## config.mk

```make
export PLATFORM = sky130hd
export DESIGN_NAME = sort_share_arbiter
export DESIGN_NICKNAME = d
export VERILOG_FILES = /design/src/rtl/bitonic_sorter_pkg.sv /design/src/rtl/retiming_bitonic.sv /design/src/rtl/sort_share_arbiter_rr.sv /design/src/rtl/sort_share_arbiter.sv
export SDC_FILE = /design/constraint.sdc
export NUM_CORES = 2
export LEC_CHECK = 0
export ABC_CLOCK_PERIOD_IN_PS = 30500
export CELL_PAD_IN_SITES_DETAIL_PLACEMENT = 1
export CELL_PAD_IN_SITES_GLOBAL_PLACEMENT = 2
export CORE_ASPECT_RATIO = 0.75
export CORE_UTILIZATION = 41
export DETAILED_ROUTE_END_ITERATION = 10
export PLACE_DENSITY_LB_ADDON = 0.3
export SLEW_MARGIN = 5
export SYNTH_ARGS = -nofsm -noshare
export SYNTH_HDL_FRONTEND = slang
export SYNTH_SLANG_ARGS = --single-unit
```

## constraint.sdc

```tcl
create_clock -name clk -period 30.5 [get_ports clk]
set_input_delay 3.05 -clock clk [delete_from_list [all_inputs] [get_ports clk]]
set_output_delay 3.05 -clock clk [all_outputs]
set_load 0.01 [all_outputs]
```

## src/rtl/bitonic_sorter_pkg.sv

```systemverilog
// ----------------------------------------------------------------------------
// bitonic_sorter_pkg
//   Shared types for the muon sorter slice.
//   muon_t     : one candidate, {pt, roi}. pt is the sort key; roi rides along.
//   id_t       : requester index for the default requester count.
//   muon_set_t : one full candidate set for the default set width.
//   out_of_order(a, b, ascending) : 1 when a must move behind b.
// ----------------------------------------------------------------------------
package bitonic_sorter_pkg;

    localparam int DEF_WIDTH = 16;
    localparam int DEF_NREQ  = 4;
    localparam int PT_W      = 4;
    localparam int ROI_W     = 4;

    typedef struct packed {
        logic [PT_W-1:0]  pt;
        logic [ROI_W-1:0] roi;
    } muon_t;

    typedef logic [$clog2(DEF_NREQ)-1:0] id_t;
    typedef muon_t muon_set_t [0:DEF_WIDTH-1];

    function automatic logic out_of_order(input muon_t a, input muon_t b, input logic ascending);
        return ascending ? (a.pt > b.pt) : (a.pt < b.pt);
    endfunction

endpackage

```

## src/rtl/retiming_bitonic.sv

```systemverilog
// ----------------------------------------------------------------------------
// retiming_bitonic
//   Combinational bitonic network followed by DELAY register stages that
//   synthesis is free to retime into the network. No stall, no reset: the
//   data is qualified externally by a parallel valid/tag pipeline.
//   DIR=1 sorts descending by pt (index 0 holds the largest), DIR=0 ascending.
// Ports:
//   clk : clock
//   d   : WIDTH candidates in
//   q   : WIDTH candidates sorted, DELAY cycles after d
// ----------------------------------------------------------------------------
module retiming_bitonic
    import bitonic_sorter_pkg::*;
#(
    parameter int WIDTH = 16,
    parameter bit DIR   = 1'b1,
    parameter int DELAY = 2
) (
    input  logic  clk,
    input  muon_t d [0:WIDTH-1],
    output muon_t q [0:WIDTH-1]
);

    muon_t net [0:WIDTH-1];

    // Classic in-place bitonic schedule: block size k doubles, compare
    // distance j halves. A block sorts "up" when bit k of the lane index is 0;
    // XOR with DIR flips the whole network for a descending result.
    always_comb begin
        muon_t tmp;
        int    l;
        logic  asc;
        net = d;
        tmp = '0;
        l   = 0;
        asc = 1'b0;
        for (int k = 2; k <= WIDTH; k = k * 2) begin
            for (int j = k / 2; j > 0; j = j / 2) begin
                for (int i = 0; i < WIDTH; i++) begin
                    l   = i ^ j;
                    asc = (((i & k) == 0) != DIR);
                    if (l > i && out_of_order(net[i], net[l], asc)) begin
                        tmp    = net[i];
                        net[i] = net[l];
                        net[l] = tmp;
                    end
                end
            end
        end
    end

    if (DELAY == 0) begin : g_comb
        assign q = net;
    end else begin : g_pipe
        muon_t stg [0:DELAY-1][0:WIDTH-1];
        always_ff @(posedge clk) begin
            stg[0] <= net;
            for (int s = 1; s < DELAY; s++) begin
                stg[s] <= stg[s-1];
            end
        end
        assign q = stg[DELAY-1];
    end

endmodule

```

## src/rtl/sort_share_arbiter_rr.sv

```systemverilog
// ----------------------------------------------------------------------------
// rr_arbiter
//   Round-robin arbiter. Scans req cyclically from the pointer and picks the
//   first set bit. grant is one-hot only when en is high; the pointer moves
//   to the slot after the winner only on an actual grant.
// Ports:
//   clk, rst_n : clock, synchronous active-low reset (pointer -> 0)
//   req        : request vector
//   en         : allow a grant this cycle
//   grant      : one-hot grant (zero when !en or no request)
//   grant_idx  : index of the candidate winner (valid when grant_any)
//   grant_any  : some request is pending, independent of en
// ----------------------------------------------------------------------------
module rr_arbiter #(
    parameter  int NREQ = 4,
    localparam int IDW  = $clog2(NREQ)
) (
    input  logic            clk,
    input  logic            rst_n,
    input  logic [NREQ-1:0] req,
    input  logic            en,
    output logic [NREQ-1:0] grant,
    output logic [IDW-1:0]  grant_idx,
    output logic            grant_any
);

    logic [IDW-1:0] ptr;

    always_comb begin
        int c;
        c         = 0;
        grant_any = 1'b0;
        grant_idx = '0;
        for (int off = 0; off < NREQ; off++) begin
            c = int'(ptr) + off;
            if (c >= NREQ) c = c - NREQ;
            if (!grant_any && req[c]) begin
                grant_any = 1'b1;
                grant_idx = IDW'(c);
            end
        end
        grant = '0;
        if (en && grant_any) grant[grant_idx] = 1'b1;
    end

    always_ff @(posedge clk) begin
        if (!rst_n) begin
            ptr <= '0;
        end else if (en && grant_any) begin
            ptr <= (grant_idx == IDW'(NREQ - 1)) ? '0 : grant_idx + 1'b1;
        end
    end

endmodule

```

## src/rtl/sort_share_arbiter.sv

```systemverilog
// ----------------------------------------------------------------------------
// sort_share_arbiter
//   Shares one pipelined bitonic sorter between NREQ requesters. A round-robin
//   arbiter issues at most one set per cycle into an input register that feeds
//   retiming_bitonic; a {valid,id} tag pipeline runs alongside, and finished
//   sets land in an FWFT FIFO. An occupancy counter (in-flight + stored) gates
//   issue so the non-stallable sorter can never overrun the FIFO.
//
//   Handshakes: a transfer happens on a cycle where valid & ready are both 1.
//   Input side: req_ready is one-hot (or zero), combinational from req_valid,
//   hold and occupancy, and never depends on out_ready. Output side: out_q and
//   out_id hold still while out_valid & !out_ready.
// Ports:
//   clk, rst_n : clock, synchronous active-low reset (drops everything in flight)
//   req_m      : candidate sets, one per requester
//   req_valid  : set available per requester
//   req_ready  : set accepted this cycle
//   hold       : block new grants; in-flight sets still drain
//   out_q      : sorted set at FIFO head
//   out_id     : requester index of out_q
//   out_valid  : FIFO head valid
//   out_ready  : pop head when out_valid & out_ready
//   busy       : occupancy counter non-zero
// ----------------------------------------------------------------------------
module sort_share_arbiter
    import bitonic_sorter_pkg::*;
#(
    parameter int WIDTH      = 16,
    parameter int NREQ       = 4,
    parameter int DELAY      = 2,
    parameter int FIFO_DEPTH = 4,
    parameter bit DIR        = 1'b1
) (
    input  logic                    clk,
    input  logic                    rst_n,
    input  muon_t                   req_m [0:NREQ-1][0:WIDTH-1],
    input  logic [NREQ-1:0]         req_valid,
    output logic [NREQ-1:0]         req_ready,
    input  logic                    hold,
    output muon_t                   out_q [0:WIDTH-1],
    output logic [$clog2(NREQ)-1:0] out_id,
    output logic                    out_valid,
    input  logic                    out_ready,
    output logic                    busy
);

    localparam int IDW = $clog2(NREQ);
    localparam int PW  = (FIFO_DEPTH > 1) ? $clog2(FIFO_DEPTH) : 1;
    localparam int CW  = $clog2(FIFO_DEPTH + 1);

    logic [NREQ-1:0] grant;
    logic [IDW-1:0]  grant_idx;
    logic            grant_any;
    logic [CW-1:0]   occ;
    logic            arb_en, issue, pop, fifo_wr;

    // No credit check against a same-cycle pop: keeps ready off out_ready.
    assign arb_en    = !hold && (occ < CW'(FIFO_DEPTH));
    assign issue     = arb_en && grant_any;
    assign req_ready = grant;

    rr_arbiter #(.NREQ(NREQ)) u_arb (
        .clk       (clk),
        .rst_n     (rst_n),
        .req       (req_valid),
        .en        (arb_en),
        .grant     (grant),
        .grant_idx (grant_idx),
        .grant_any (grant_any)
    );

    // Input register and tag pipeline. tag_*[0] is the input register's tag;
    // tag_*[DELAY] lines up with the sorter output.
    muon_t          in_data [0:WIDTH-1];
    muon_t          sort_q  [0:WIDTH-1];
    logic [DELAY:0] tag_vld;
    logic [IDW-1:0] tag_id  [0:DELAY];

    always_ff @(posedge clk) begin
        if (issue) in_data <= req_m[grant_idx];
    end

    always_ff @(posedge clk) begin
        if (!rst_n) begin
            tag_vld <= '0;
            for (int s = 0; s <= DELAY; s++) tag_id[s] <= '0;
        end else begin
            tag_vld[0] <= issue;
            tag_id[0]  <= grant_idx;
            for (int s = 1; s <= DELAY; s++) begin
                tag_vld[s] <= tag_vld[s-1];
                tag_id[s]  <= tag_id[s-1];
            end
        end
    end

    retiming_bitonic #(.WIDTH(WIDTH), .DIR(DIR), .DELAY(DELAY)) u_sort (
        .clk (clk),
        .d   (in_data),
        .q   (sort_q)
    );

    // Output FWFT FIFO.
    muon_t          mem    [0:FIFO_DEPTH-1][0:WIDTH-1];
    logic [IDW-1:0] mem_id [0:FIFO_DEPTH-1];
    logic [PW-1:0]  wr_ptr, rd_ptr;
    logic [CW-1:0]  count;

    function automatic logic [PW-1:0] ptr_inc(input logic [PW-1:0] p);
        return (p == PW'(FIFO_DEPTH - 1)) ? '0 : p + 1'b1;
    endfunction

    assign fifo_wr   = tag_vld[DELAY];
    assign out_valid = (count != '0);
    assign pop       = out_valid && out_ready;
    assign out_q     = mem[rd_ptr];
    assign out_id    = mem_id[rd_ptr];
    assign busy      = (occ != '0);

    always_ff @(posedge clk) begin
        if (!rst_n) begin
            wr_ptr <= '0;
            rd_ptr <= '0;
            count  <= '0;
            occ    <= '0;
            for (int e = 0; e < FIFO_DEPTH; e++) begin
                mem_id[e] <= '0;
                for (int w = 0; w < WIDTH; w++) mem[e][w] <= '0;
            end
        end else begin
            if (fifo_wr) begin
                mem[wr_ptr]    <= sort_q;
                mem_id[wr_ptr] <= tag_id[DELAY];
                wr_ptr         <= ptr_inc(wr_ptr);
            end
            if (pop) rd_ptr <= ptr_inc(rd_ptr);
            case ({fifo_wr, pop})
                2'b10:   count <= count + 1'b1;
                2'b01:   count <= count - 1'b1;
                default: count <= count;
            endcase
            case ({issue, pop})
                2'b10:   occ <= occ + 1'b1;
                2'b01:   occ <= occ - 1'b1;
                default: occ <= occ;
            endcase
        end
    end

    // Credit accounting guarantees a write never lands on a full FIFO.
    always_ff @(posedge clk) begin
        if (rst_n && fifo_wr) assert (count != CW'(FIFO_DEPTH));
    end

endmodule

```

==> flow_results.org <==
** Run status
- Result of the run :: finished clean

** Finish
- Leading cell type in the layout, fill and taps excluded :: sky130_fd_sc_hd__mux2i_1
- Area growth from synthesis to layout :: 19.2%
- Non-filler instance count after layout :: a little over 8000
- The top cell types in the final layout, fill and taps aside, are sky130_fd_sc_hd__mux2i_1, sky130_fd_sc_hd__clkdlybuf4s50_1, sky130_fd_sc_hd__edfxtp_1.
- Share of cells above drive strength 1 :: a little over a tenth
- The final layout contains 7090 nets.

** Floorplan
- During I/O placement, the number of pins put on the boundary was 656.
- Vertical die dimension :: 333 um
- The floorplan step defined a core boundary enclosing 145000 um^2.
- The floorplan step defined a die boundary enclosing 148000 um^2.
- The initial utilization of the core area, before any placement, comes to 41.3%.
- DIE WIDTH :: approximately 440 um
- After floorplanning, the core was divided into 121 placement rows.

** Timing
- In this run the tightest slew margin relative to its limit is 17.7%.
- Slew at the pin closest to its max-slew limit :: approximately 1.2 ns
- Setup violations, final :: 0
- The smallest clock period supported by the final layout is computed as approximately 20 ns.
- Final Slew Violations :: 0
- Crit share post-route :: 66.7%
- The number of hold violations in the final report is 0.
- Highest clock rate :: 49.2 MHz
- Setup repair after global routing left no endpoint under its margin.
- Final sum of negative setup slack :: 0 ns
- For the final database, setup skew stands at 0.0250 ns.

** Detailed routing
- The final route contains approximately 46000 vias.
- DRC :: 0
- The detail route stage leaves a number of antenna-violating nets equal to 0.
- In the routed layout, each cell is associated on average with a via count of 5.66.
- Pre-antenna DRT Iters :: 5
- Number of DRC violations after detailed-routing iteration 0 :: 3698
- WL/cell :: ~26 um
- Sum of routed wire length over all layers :: 210000 um

** Setup path
- Combined buffer and inverter count along the critical path :: 10
- The worst register-to-register path ends at u_sort.g_pipe.stg[0][56].
- Top delay family on crit path :: compound AO/OA/AOI/OAI gates
- Reg2reg path depth :: 72
- The worst setup path is of the reg2reg kind.
- Counting stages on the worst path, the most repeated cell is sky130_fd_sc_hd__a21oi_1.
- Stage delay of the slowest cell on the critical path :: 0.96 ns
- Standard cell with the maximum stage delay on the critical path :: sky130_fd_sc_hd__a21oi_1
- Data on the critical path is required at its endpoint by 31.13 ns.
- Launch point of the worst path :: in_data[5]
- Data arrival time of the worst path :: 20.97 ns
- The worst register-to-register path begins at in_data[5].
- Peak fanout along the critical path :: 15
- Worst setup slack for register-to-register paths :: 10.16 ns
- STA classifies the critical path startpoint as a flip-flop.
- Endpoint class of the critical path :: flip-flop

** Place
- After legalization and detailed placement, the total HPWL measured 162000 um.
- I/O Buffers :: 655
- At the end of routability-driven placement, the weighted congestion stood at 0.969.
- In this run, placement finished with an instance count of 8016.

** Clocking
- After clock tree synthesis, the setup repair step added 0 buffers.
- After clock tree synthesis, the clock-pin slew on the worst setup and hold paths is 0.07 ns.
- Number of buffers added by the clock tree synthesis step :: 89
- Number of cells upsized or downsized after cts :: 0
- H-tree depth :: 3
- Clock latency on the worst-skew pair, taken at its later pin, is 0.73 ns.
- TritonCTS built the clock tree.
- Sinks on Clock Net :: 927
- Clock tree root driver cell :: sky130_fd_sc_hd__clkbuf_16
- Maximum clock insertion buffer count :: 3
- Hold bufs inserted after CTS :: 0

** Synthesis
- The biggest area contributor in the post-synthesis netlist is sky130_fd_sc_hd__edfxtp_1.
- Total standard cell area after synthesis :: 59900 um^2
- For this run, the number of Yosys warnings is 0.
- In the synthesized netlist the async set-or-reset flop fraction comes to 0%.
- In the synthesized netlist, the number of instances is 5660.
- Dividing the synthesized area by the synthesized cell count gives 10.6 um^2.
- Synth top area cells :: sky130_fd_sc_hd__edfxtp_1, sky130_fd_sc_hd__mux2i_1, sky130_fd_sc_hd__dfxtp_1
- Counting flops with a built-in enable in the synthesized netlist gives 648.
- The share of synthesized area in the top cell type comes to approximately a third.
- Distinct cells, synth :: 120
- In the synthesized netlist the dominant register cell turns out to be sky130_fd_sc_hd__edfxtp_1.
- Post-synthesis register bit count :: 927
- The number of nets handed over by synthesis was 6549.
- Sequential area share after synthesis :: 41.8%

** Run
- Max-cap violations in this run came to 0.

** Global route
- Largest net degree at the start of global routing :: 198
- First-pass GRT wire length :: 309000 um
- The initial antenna violation count is 15.
- The number of global-route vias before repair was 47403.
- Remaining global-route overflow :: 0
- Total global routing track utilization :: 27.8%

** Hold path
- In this run the worst hold path is classified as reg2reg.
- Count of cells along the worst hold path :: 0
- Worst Hold Path EP :: u_sort.g_pipe.stg[0][148]
- In this run the most critical hold path is launched from u_sort.g_pipe.stg[0][20].
## worst max path at each step
stage | end | slack [ns] | depth (start not counted)
floorplan | u_sort.g_pipe.stg[0][24] | 14.57 | 78
global placement | u_sort.g_pipe.stg[0][120] | 11.08 | 71
detailed placement | u_sort.g_pipe.stg[0][112] | 10.70 | 74
CTS | u_sort.g_pipe.stg[0][56] | 10.55 | 72
global route | u_sort.g_pipe.stg[0][122] | 8.61 | 71
finish | u_sort.g_pipe.stg[0][56] | 10.16 | 72
## cell families (layout without fill, tap and decap cells)
family,count (synthesis),in the layout,share of synthesized area (%)
adders and majority gates,370,370,7.75
DFF,927,927,41.8
other,0,6,0
and+or+nand+nor,1754,1754,14.8
xor gates and xnor gates,4,4,0.0585
buffers and inverters,655,1271,4.33
muxes,1057,1057,21.0
AOI/OAI and AO/OA,893,893,10.3
## worst reg2reg max path, delay by kind of cell (launching register included)
| kind | cells | cell delay, ns |
|---|---|---|
| buf+inv | 10 | 1.25 |
| simple gates | 16 | 3.95 |
| compound gates | 32 | 9.61 |
| flops | 1 | 0.43 |
| mux | 4 | 1.63 |
| fa+ha+maj | 10 | 3.37 |
## registers in the layout, summed over array words and instances (netlist names), named ones only
register and count:
count 3, in_data 128, mem 512, mem_id 8, occ 3, rd_ptr 2, tag_id 6, tag_vld 3
u_arb.ptr 2, u_sort.g_pipe.stg 256, wr_ptr 2
## metal layers
metal,GRT usage (%),part of all wire (%)
met1,40.7,48
met2,44.5,46
met3,3.53,5.2
met4,4.68,1.4
met5,0,0.0057
## stage by stage
step / utilization (%) / setup slack, ns / instance area [um^2] / hold WS, ns
after global placement: 47.1 / 11.08 / 68300 / 0.313
after floorplan: - / 14.57 / 59900 / 0.310
after detailed placement: 47.1 / 10.70 / 68300 / 0.313
after global routing: 49.2 / 8.61 / 71400 / 0.332
after CTS: 49.2 / 10.55 / 71400 / 0.316
final: 49.2 / 10.16 / 71400 / 0.320
## cell usage after synthesis (10+ instances only)
| cell | number |
|---|---|
| sky130_fd_sc_hd__a21oi_2 | 12 |
| sky130_fd_sc_hd__a21oi_1 | 194 |
| sky130_fd_sc_hd__mux4_2 | 130 |
| sky130_fd_sc_hd__a22oi_1 | 16 |
| sky130_fd_sc_hd__a32o_1 | 11 |
| sky130_fd_sc_hd__a31oi_1 | 154 |
| sky130_fd_sc_hd__a21boi_0 | 12 |
| sky130_fd_sc_hd__o21bai_1 | 27 |
| sky130_fd_sc_hd__nor2b_1 | 33 |
| sky130_fd_sc_hd__a32oi_1 | 10 |
| sky130_fd_sc_hd__nand2_1 | 643 |
| sky130_fd_sc_hd__o22ai_1 | 28 |
| sky130_fd_sc_hd__a21o_1 | 49 |
| sky130_fd_sc_hd__mux2_4 | 13 |
| sky130_fd_sc_hd__buf_1 | 26 |
| sky130_fd_sc_hd__a211oi_1 | 20 |
| sky130_fd_sc_hd__o31ai_1 | 16 |
| sky130_fd_sc_hd__or3_1 | 21 |
| sky130_fd_sc_hd__nor2_1 | 206 |
| sky130_fd_sc_hd__mux2_1 | 13 |
| sky130_fd_sc_hd__nor3_1 | 44 |
| sky130_fd_sc_hd__buf_2 | 18 |
| sky130_fd_sc_hd__mux2_2 | 209 |
| sky130_fd_sc_hd__o211ai_1 | 16 |
| sky130_fd_sc_hd__and2_1 | 544 |
| sky130_fd_sc_hd__mux2i_1 | 691 |
| sky130_fd_sc_hd__edfxtp_1 | 648 |
| sky130_fd_sc_hd__dfxtp_1 | 279 |
| sky130_fd_sc_hd__a22o_1 | 10 |
| sky130_fd_sc_hd__o21a_1 | 32 |
| sky130_fd_sc_hd__nand2b_1 | 32 |
| sky130_fd_sc_hd__ha_1 | 367 |
| sky130_fd_sc_hd__o21ai_1 | 14 |
| sky130_fd_sc_hd__inv_1 | 385 |
| sky130_fd_sc_hd__and3_1 | 135 |
| sky130_fd_sc_hd__o21ai_0 | 112 |
| sky130_fd_sc_hd__buf_4 | 14 |
| sky130_fd_sc_hd__clkbuf_1 | 201 |
| sky130_fd_sc_hd__nand3_1 | 33 |
## cell type report
type	count	area [um^2]
clock inverter	49	529
sequential	927	25100
antenna	6	15.0
multi-input combinational	4078	32300
fill	15641	73600
clock buffer	117	2590
tap	1906	2380
inverter	389	1470
timing repair buffer	716	7040
Power is left out: the tool's default activity adds up to more than one toggle a clock period on the data nets, which glitch-free logic cannot reach.
